===== config.mk =====
export PLATFORM = sky130hd
export DESIGN_NAME = uart_receiver
export DESIGN_NICKNAME = d
export VERILOG_FILES = /design/src/rtl/uart_pkg.sv /design/src/rtl/uart_baud_gen.sv /design/src/rtl/uart_receiver.sv
export SDC_FILE = /design/constraint.sdc
export NUM_CORES = 1
export LEC_CHECK = 0
export BUFFER_PORTS_ARGS = -buffer_cell sky130_fd_sc_hd__buf_2
export CAP_MARGIN = 20
export CORE_MARGIN = 1.5
export CORE_UTILIZATION = 45
export DETAILED_ROUTE_END_ITERATION = 10
export PLACE_DENSITY = 0.67
export SYNTH_ARGS = -nofsm -noshare
export SYNTH_HDL_FRONTEND = slang
export SYNTH_HIERARCHICAL = 1
export SYNTH_SLANG_ARGS = --single-unit
export TNS_END_PERCENT = 20

===== constraint.sdc =====
create_clock -name sys_clk_i -period 3.6 [get_ports sys_clk_i]
set_input_delay 0.36 -clock sys_clk_i [delete_from_list [all_inputs] [get_ports sys_clk_i]]
set_output_delay 0.36 -clock sys_clk_i [all_outputs]
set_load 0.005 [all_outputs]

===== src/rtl/uart_pkg.sv =====
// rtl/uart_pkg.sv - shared UART types, sample points and default line settings
package uart_pkg;

  typedef enum logic [2:0] {
    IDLE,
    START,
    DATA,
    STOP,
    BREAK
  } uart_state_e;

  localparam int OVERSAMPLE = 16;

  // Three centre samples of every bit are majority-voted
  localparam logic [3:0] SAMPLE_A  = 4'd7;
  localparam logic [3:0] SAMPLE_B  = 4'd8;
  localparam logic [3:0] SAMPLE_C  = 4'd9;
  localparam logic [3:0] SCNT_LAST = 4'd15;

  localparam int DEFAULT_CLK_HZ = 150_000_000;
  localparam int DEFAULT_BAUD   = 115_200;

  function automatic logic majority3(input logic a, input logic b, input logic c);
    return (a & b) | (a & c) | (b & c);
  endfunction

endpackage


===== src/rtl/uart_baud_gen.sv =====
// rtl/uart_baud_gen.sv - fractional accumulator tick generator
module uart_baud_gen #(
  parameter int CLK_HZ  = 150_000_000,
  parameter int RATE_HZ = 1_843_200,
  parameter int ACC_W   = 29
) (
  input  logic clk_i,
  input  logic rst_i,
  output logic tick_o
);

  localparam logic [ACC_W:0] INC   = (ACC_W+1)'(RATE_HZ);
  localparam logic [ACC_W:0] LIMIT = (ACC_W+1)'(CLK_HZ);

  logic [ACC_W-1:0] r_acc;
  logic             r_tick;
  logic [ACC_W:0]   w_sum;

  // One extra bit so the sum can never wrap before the compare
  assign w_sum  = {1'b0, r_acc} + INC;
  assign tick_o = r_tick;

  // Free-running accumulator; average tick rate is exactly RATE_HZ
  always_ff @(posedge clk_i or posedge rst_i) begin
    if (rst_i) begin
      r_acc  <= '0;
      r_tick <= 1'b0;
    end else if (w_sum >= LIMIT) begin
      r_acc  <= ACC_W'(w_sum - LIMIT);
      r_tick <= 1'b1;
    end else begin
      r_acc  <= w_sum[ACC_W-1:0];
      r_tick <= 1'b0;
    end
  end

endmodule


===== src/rtl/uart_receiver.sv =====
// rtl/uart_receiver.sv - 8N1 UART receiver with 16x oversampling and holding register
module uart_receiver
  import uart_pkg::*;
#(
  parameter int CLK_HZ = DEFAULT_CLK_HZ,
  parameter int BAUD   = DEFAULT_BAUD,
  parameter int ACC_W  = 29
) (
  input  logic       sys_clk_i,
  input  logic       sys_rst_i,
  input  logic       uart_rx,
  output logic [7:0] uart_dat_o,
  output logic       uart_valid_o,
  input  logic       uart_ack_i,
  output logic       uart_frame_err_o,
  output logic       uart_overrun_o
);

  logic        r_sync1;
  logic        r_sync2;
  logic        w_rxs;
  logic        w_tick;
  logic        w_vote;

  uart_state_e r_state;
  uart_state_e w_state_nxt;
  logic [3:0]  r_scnt;
  logic [3:0]  w_scnt_nxt;
  logic [2:0]  r_bidx;
  logic [2:0]  w_bidx_nxt;
  logic [7:0]  r_shift;
  logic [7:0]  w_shift_nxt;
  logic        r_s7;
  logic        w_s7_nxt;
  logic        r_s8;
  logic        w_s8_nxt;
  logic        r_deliver;
  logic        w_deliver_nxt;
  logic        r_ferr;
  logic        w_ferr_nxt;

  logic [7:0]  r_dat;
  logic        r_valid;
  logic        r_ovr;

  uart_baud_gen #(
    .CLK_HZ (CLK_HZ),
    .RATE_HZ(OVERSAMPLE * BAUD),
    .ACC_W  (ACC_W)
  ) u_baud_gen (
    .clk_i (sys_clk_i),
    .rst_i (sys_rst_i),
    .tick_o(w_tick)
  );

  // Two-flop synchroniser; resets to the idle-high line level
  always_ff @(posedge sys_clk_i or posedge sys_rst_i) begin
    if (sys_rst_i) begin
      r_sync1 <= 1'b1;
      r_sync2 <= 1'b1;
    end else begin
      r_sync1 <= uart_rx;
      r_sync2 <= r_sync1;
    end
  end

  assign w_rxs  = r_sync2;
  assign w_vote = majority3(r_s7, r_s8, w_rxs);

  // Frame state register and per-frame datapath
  always_ff @(posedge sys_clk_i or posedge sys_rst_i) begin
    if (sys_rst_i) begin
      r_state   <= IDLE;
      r_scnt    <= '0;
      r_bidx    <= '0;
      r_shift   <= '0;
      r_s7      <= 1'b1;
      r_s8      <= 1'b1;
      r_deliver <= 1'b0;
      r_ferr    <= 1'b0;
    end else begin
      r_state   <= w_state_nxt;
      r_scnt    <= w_scnt_nxt;
      r_bidx    <= w_bidx_nxt;
      r_shift   <= w_shift_nxt;
      r_s7      <= w_s7_nxt;
      r_s8      <= w_s8_nxt;
      r_deliver <= w_deliver_nxt;
      r_ferr    <= w_ferr_nxt;
    end
  end

  // Next-state decode; everything moves only on an oversample tick
  always_comb begin
    w_state_nxt   = r_state;
    w_scnt_nxt    = r_scnt;
    w_bidx_nxt    = r_bidx;
    w_shift_nxt   = r_shift;
    w_s7_nxt      = r_s7;
    w_s8_nxt      = r_s8;
    w_deliver_nxt = 1'b0;
    w_ferr_nxt    = 1'b0;

    if (w_tick) begin
      if (r_scnt == SAMPLE_A) w_s7_nxt = w_rxs;
      if (r_scnt == SAMPLE_B) w_s8_nxt = w_rxs;

      case (r_state)
        IDLE: begin
          // The detecting tick is sample 0 of the start bit
          w_scnt_nxt = '0;
          if (!w_rxs) begin
            w_state_nxt = START;
            w_scnt_nxt  = 4'd1;
          end
        end

        START: begin
          w_scnt_nxt = r_scnt + 4'd1;
          if (r_scnt == SAMPLE_C && w_vote) begin
            w_state_nxt = IDLE;
            w_scnt_nxt  = '0;
          end else if (r_scnt == SCNT_LAST) begin
            w_state_nxt = DATA;
            w_bidx_nxt  = '0;
          end
        end

        DATA: begin
          w_scnt_nxt = r_scnt + 4'd1;
          if (r_scnt == SAMPLE_C) w_shift_nxt = {w_vote, r_shift[7:1]};
          if (r_scnt == SCNT_LAST) begin
            if (r_bidx == 3'd7) w_state_nxt = STOP;
            else                w_bidx_nxt  = r_bidx + 3'd1;
          end
        end

        STOP: begin
          w_scnt_nxt = r_scnt + 4'd1;
          // Leaving at sample 9 lets a new start edge be seen from sample 10
          if (r_scnt == SAMPLE_C) begin
            w_scnt_nxt = '0;
            if (w_vote) begin
              w_deliver_nxt = 1'b1;
              w_state_nxt   = IDLE;
            end else begin
              w_ferr_nxt  = 1'b1;
              w_state_nxt = BREAK;
            end
          end
        end

        BREAK: begin
          // A held-low line reports one frame error, then waits for idle
          w_scnt_nxt = '0;
          if (w_rxs) w_state_nxt = IDLE;
        end

        default: begin
          w_state_nxt = IDLE;
          w_scnt_nxt  = '0;
        end
      endcase
    end
  end

  // Single-entry holding register with ack handshake and overrun detection
  always_ff @(posedge sys_clk_i or posedge sys_rst_i) begin
    if (sys_rst_i) begin
      r_dat   <= '0;
      r_valid <= 1'b0;
      r_ovr   <= 1'b0;
    end else begin
      r_ovr <= 1'b0;
      if (r_deliver) begin
        if (!r_valid || uart_ack_i) begin
          r_dat   <= r_shift;
          r_valid <= 1'b1;
        end else begin
          r_ovr <= 1'b1;
        end
      end else if (r_valid && uart_ack_i) begin
        r_valid <= 1'b0;
      end
    end
  end

  assign uart_dat_o       = r_dat;
  assign uart_valid_o     = r_valid;
  assign uart_frame_err_o = r_ferr;
  assign uart_overrun_o   = r_ovr;

endmodule


# After elaboration in Yosys (flattened, before gate mapping)

Index checks and enable logic that the tools add are counted.
W data, S select, Z words.

Add/subtract/negate cells: 4
Reductions and logical operators: 14
Mux-type cells: 33
Order comparisons: 1
Bitwise gates (word level): 5
Equality and inequality tests: 19

Operators with widths:

| cell                     | count |
|---|---|
| $mux W3                  | 12 |
| $add A29 B21 Y30 const B | 1 |
| $ge A30 B28 Y1 const B   | 1 |
| $mux W29                 | 1 |
| $sub A29 B28 Y29 const B | 1 |
| $ne A2 B2 Y1 const B     | 8 |
| $pmux W4 S4              | 1 |
| $mux W1                  | 15 |
| $pmux W3 S5              | 1 |
| $eq A4 B4 Y1 const B     | 3 |
| $mux W4                  | 2 |
| $reduce_and A2 Y1        | 4 |
| $reduce_and A7 Y1        | 1 |
| $eq A3 B2 Y1 const B     | 2 |
| $eq A3 B3 Y1 const B     | 2 |
| $pmux W3 S2              | 1 |
| $reduce_and A6 Y1        | 1 |
| $add A4 B1 Y4 const B    | 1 |
| $eq A4 B3 Y1 const B     | 1 |
| $reduce_bool A2 Y1       | 2 |
| $add A3 B1 Y3 const B    | 1 |
| $and A1 B1 Y1            | 3 |
| $eq A3 B1 Y1 const B     | 1 |
| $logic_not A3 Y1         | 1 |
| other kinds (7)          | 9 |

Output and inout bits: 11
Bits of input ports: 4
Word-level logic and storage cells: 91
Bits in registers: 64

# Depth between registers and ports, before layout

Word-level depth: 7
Gate-level depth with buffers: 12
Depth with buffers taken out: 10

# Hierarchy

The synthesis kept the hierarchy.

By module, submodules not included:

| module        | cells an instance | sequential area each (um^2) | area each (um^2) | times used |
|---|---|---|---|---|
| uart_baud_gen | 192               | 575.6                       | 1774.2           | 1 |
| uart_receiver | 134               | 855.8                       | 1606.5           | 1 |

# Worst setup path before layout

Ideal clock, no wire load.

Kind: register -> register
Start: register u_baud_gen.r_acc[13]
End: register u_baud_gen.r_acc[22]
Cell stages (with the launch flop): 13
Clock period less this slack: 2685 ps
Buffers on the path: 3
Slack: 915 ps
Setup time: 127 ps
Data arrival time: 2558 ps
Cells stage by stage: dfrtp_1 -> ha_1 -> buf_2 -> and4_1 -> clkbuf_1 -> nor4_1 -> nand2_1 -> a211o_1 -> or3_4 -> nand2_4 -> buf_8 -> nor3_1 -> xnor2_1

Cells in the longest elaborated chain, start to end: 3
Elaborated cells on any way between the ends: 4
Classes of those cells: add/sub: 2; order compare: 1; mux: 1

Ends and longest elaborated chain:

| element                                                   | RTL line                                 | text |
|---|---|---|
| start, declared                                           | uart_baud_gen.sv:15                      | `logic [ACC_W-1:0] r_acc;` |
| start signal, assigned                                    | uart_baud_gen.sv:29                      | `r_acc <= ACC_W'(w_sum - LIMIT);` |
| start signal, assigned                                    | uart_baud_gen.sv:32                      | `r_acc <= w_sum[ACC_W-1:0];` |
| $add A29 B21 Y30 (*)                                      | uart_baud_gen.sv:20                      | `assign w_sum = {1'b0, r_acc} + INC;` |
| $sub A29 B28 Y29 / $ge A30 B28 Y1 (equally long branches) | uart_baud_gen.sv:29, uart_baud_gen.sv:28 |  |
| $mux W29 (*)                                              | uart_baud_gen.sv:28                      | `end else if (w_sum >= LIMIT) begin` |

Every way passes the cells marked *; elsewhere a longest branch is shown, timed or not.
A chain may end at the register's enable or synchronous reset.

# Worst setup path after layout

Start: register u_baud_gen.r_acc[13]
End: register u_baud_gen.r_acc[21]

The elaborated chain is that of the path after synthesis.

==> impl_metrics.csv <==
group,metric,value,unit
cts,cts_buffers,9,
sta,fin_crit,3080,ps
yosys,synthMuxAreaShare,7.66,%
sta,maxSlewHeadroom,40.1,%
pwr,power,1.26,mW
yosys,synth_seq_cells,57,
floorplanning,dieHeight,89.7,um
layout,mostFrequentLayoutCell,"dfrtp_1",
grt,antenna_found_initial,0,
pwr,seq_power_share,51.2,%
detailed_routing,dr.pass1.iters,4,
cts,cts_max_path_buffers,2,
cts,post_cts_buffers,0,
floorplanning,core_area,0.00725,mm2
yosys,syn-num-nets,339,
flow_run,maxCapViolCount,0,
pwr,p_sw_share,23.4,%
hold_path,hold_path_startpoint,"uart_rx",
layout,nNetsFinal,350,
hold_path,whs_endpoint,"r_sync1",
yosys,synth_top_family_by_area,"simple AND/OR/NAND/NOR gates",
floorplanning,start_util,46.6,%
sta,worst_pin_slew,897,ps
pwr,power.switching,0.294,mW
detailed_routing,routed_wl,6300,um
detailed_routing,drc,0,
grt,grt_max_degree,26,
sta,fin_skew,9.74,ps
layout,antennaDiodeCount,0,
layout,synthToLayoutAreaGrowth,8.99,%
pwr,power_density,341,mW/mm2
detailed_routing,ant_nets,0,
layout,fillers,676,
grt,grt_overflow,0,
critical_path,critPathBufInv,1,
cts,clk_root_buffer_cell,"clkbuf_8",
sta,hold_ws,117,ps
yosys,avgSynthCellArea,10.4,um2
detailed_routing,drt-initial-drc-count,90,
critical_path,cp_top_family,"simple AND/OR/NAND/NOR gates",
yosys,synth-main-ff-cell,"dfrtp_1",
sta,drv_slew,0,
hold_path,hold_depth,1,
critical_path,worstPathCellList,"ha_1, and4_1, nor4_1, nand2_1, a211o_1, or3_4, nand2_4, inv_2, a31oi_1, nor2_1",
detailed_routing,routedWlPerCell,14.3,um
grt,grt_pass1_vias,2312,
cts,cts_tree,"built",
floorplanning,die_w,89.7,um
pwr,clock_power_share,47.4,%
cts,cts_num_sinks,57,
placement,place_congestion,0.867,
yosys,synth_edf_count,0,
yosys,ys_warn_count,6,
yosys,synth_compound_area_share,14.1,%
placement,dpl.hpwl,4440,um
sta,fmax,325,MHz
critical_path,rrSetupSlack,520,ps
pwr,ir_drop,0.167,mV
floorplanning,num_rows,31,
yosys,synth.distinct_cells,70,
critical_path,cp_max_fo,12,
pwr,intPower,0.964,mW
detailed_routing,vias_per_cell,5.50,
critical_path,arrival,3290,ps
floorplanning,fp.dieArea,0.00804,mm2
layout,layout_common_cells,"dfrtp_1 (53), nand2_1 (25), nor2_1 (21), xnor2_1 (20), mux2_2 (19)",
yosys,ys_async_sr_fraction,100,%
yosys,synth_fa_ha_area_share,3.63,%
yosys,yosys.area_share.simple,20.2,%
detailed_routing,vias,2425,
sta,min_period_over_period,85.4,%
sta,hold_viol_final,0,
sta,setup-tns-final,0,ps
critical_path,setup.worst_path.end_class,"register",
cts,h-tree-depth,3,
pwr,pwr-share-comb,1.4,%
critical_path,slowest_stage,"dfrtp_1",
yosys,synth_xor_area_share,6.99,%
critical_path,worst_ep_required_time,3810,ps
cts,cts.clk_slew.worst_paths,70,ps
sta,setup_violations,0,
pwr,power.leakage,1.54,nW
yosys,synthCells,326,
yosys,synth_area,0.00338,mm2
floorplanning,ios,15,
grt,gr-usage-all-layers,17.7,%
placement,port_buffers,14,
hold_path,hold_class,"in2reg",
yosys,ys_seq_area_share,42.3,%
grt,grt_pass1_wl,10800,um
critical_path,cp-start-kind,"register",
critical_path,crit_type,"reg2reg",
critical_path,r2r_start,"u_baud_gen/r_acc[13]",
cts,clock_latency,340,ps
critical_path,cpPeakStageDelay,450,ps
critical_path,ff2ff_path_depth,10,
sta,grt_setup_unrepaired,"false",
layout,drive_gt1_share,22.5,%
status,status,"finished, final reports clean",
critical_path,r2r_end,"u_baud_gen/r_acc[21]",
[metal layers]
| metal | global-route usage, % | up-vias | routed length, um |
|---|---|---|---|
| li1 | - | 1202 | - |
| met1 | 22.8 | 1168 | 3060 |
| met2 | 28.2 | 45 | 2890 |
| met3 | 5.30 | 10 | 237 |
| met4 | 6.71 | 0 | 106 |
| met5 | 0 | - | 0 |
[state kept, by name, indices dropped and copies added, names as in the netlist, 3 cells and up]
name	count
r_bidx	3
r_scnt	4
r_shift	8
r_state	3
u_baud_gen/r_acc	22
uart_dat_o	8
[layout make-up]
class                           count  area (um2)  area share [%]
Multi-Input combinational cell    235        1780            48.2
Sequential cell                    57        1430            38.8
Clock buffer                        9         124            3.36
Tap cell                           99         124            3.36
Timing Repair Buffer               16        87.6            2.38
Clock inverter                      7        71.3            1.94
Inverter                           18        70.1            1.90
[cells by family after synthesis]
group | after synthesis
AND/OR/NAND/NOR | 118
flip-flops | 57
XOR/XNOR | 27
multiplexers | 23
AO/OA/AOI/OAI | 57
buffers and inverters | 34
adder cells (fa/ha/maj) | 10
[cells in the mapped netlist, types with 4 or more instances]
library cell / n / area share (%)
nor3_1: 11 / 1.6
nor2_1: 21 / 2.3
clkbuf_1: 7 / 0.78
o31ai_1: 4 / 0.89
inv_1: 16 / 1.8
nand4_1: 9 / 1.7
xnor2_1: 20 / 5.2
dfstp_2: 4 / 3.1
xor2_1: 7 / 1.8
a31oi_1: 5 / 0.93
mux2_2: 19 / 6.3
o211ai_1: 4 / 0.89
ha_1: 9 / 3.3
nand2b_1: 6 / 1.1
buf_2: 4 / 0.59
dfrtp_1: 53 / 39
a21oi_1: 4 / 0.59
o21ai_0: 4 / 0.59
nand2_1: 25 / 2.8
nor4_1: 4 / 0.74
nand3_1: 8 / 1.2
o22ai_1: 4 / 0.74
o21ai_1: 4 / 0.59
[what timing repair did]
item                                   CTS  global route
setup endpoints to repair                0             0
resized for setup                        0             0
hold buffers                             1             0
endpoints found under the hold margin    3             0
[worst register-to-register path: stages, from the launching register on]
cell	delay [ps]
dfrtp_1	450
ha_1	330
and4_1	320
nor4_1	440
nand2_1	140
a211o_1	370
or3_4	380
nand2_4	170
inv_2	130
a31oi_1	160
nor2_1	70
[power by group through the flow]
stage | clock (mW) | sequential, mW | combinational [mW]
6_report | 0.597 | 0.644 | 0.0176
2_1_floorplan | 0 | 0.655 | 0.0124
3_5_place_dp | 0 | 0.656 | 0.0181
5_1_grt | 0.645 | 0.643 | 0.0211
4_1_cts | 0.613 | 0.643 | 0.0188
3_3_place_gp | 0 | 0.656 | 0.0181
[how the worst max path moves through the flow]
stage / from / end / slack (ps) / cells past startpoint
5_1_grt: u_baud_gen/r_acc[13] / u_baud_gen/r_acc[28] / 370 / 10
2_1_floorplan: u_baud_gen/r_acc[13] / u_baud_gen/r_acc[22] / 910 / 12
3_3_place_gp: u_baud_gen/r_acc[13] / u_baud_gen/r_acc[21] / 630 / 10
4_1_cts: u_baud_gen/r_acc[13] / u_baud_gen/r_acc[28] / 570 / 10
6_report: u_baud_gen/r_acc[13] / u_baud_gen/r_acc[21] / 520 / 10
3_5_place_dp: u_baud_gen/r_acc[13] / u_baud_gen/r_acc[28] / 560 / 10
[stage by stage]
stage               instance area [um2]  worst slack, ps  cells  utilization [%]
global route                       3680              365    441             50.8
CTS                                3680              566    441             50.8
floorplan                          3380              915    326                -
finish                             3680              525    441             50.8
detailed placement                 3480              562    424             48.0
global placement                   3480              631    424             48.0
Power figures use the tool's default switching activity.
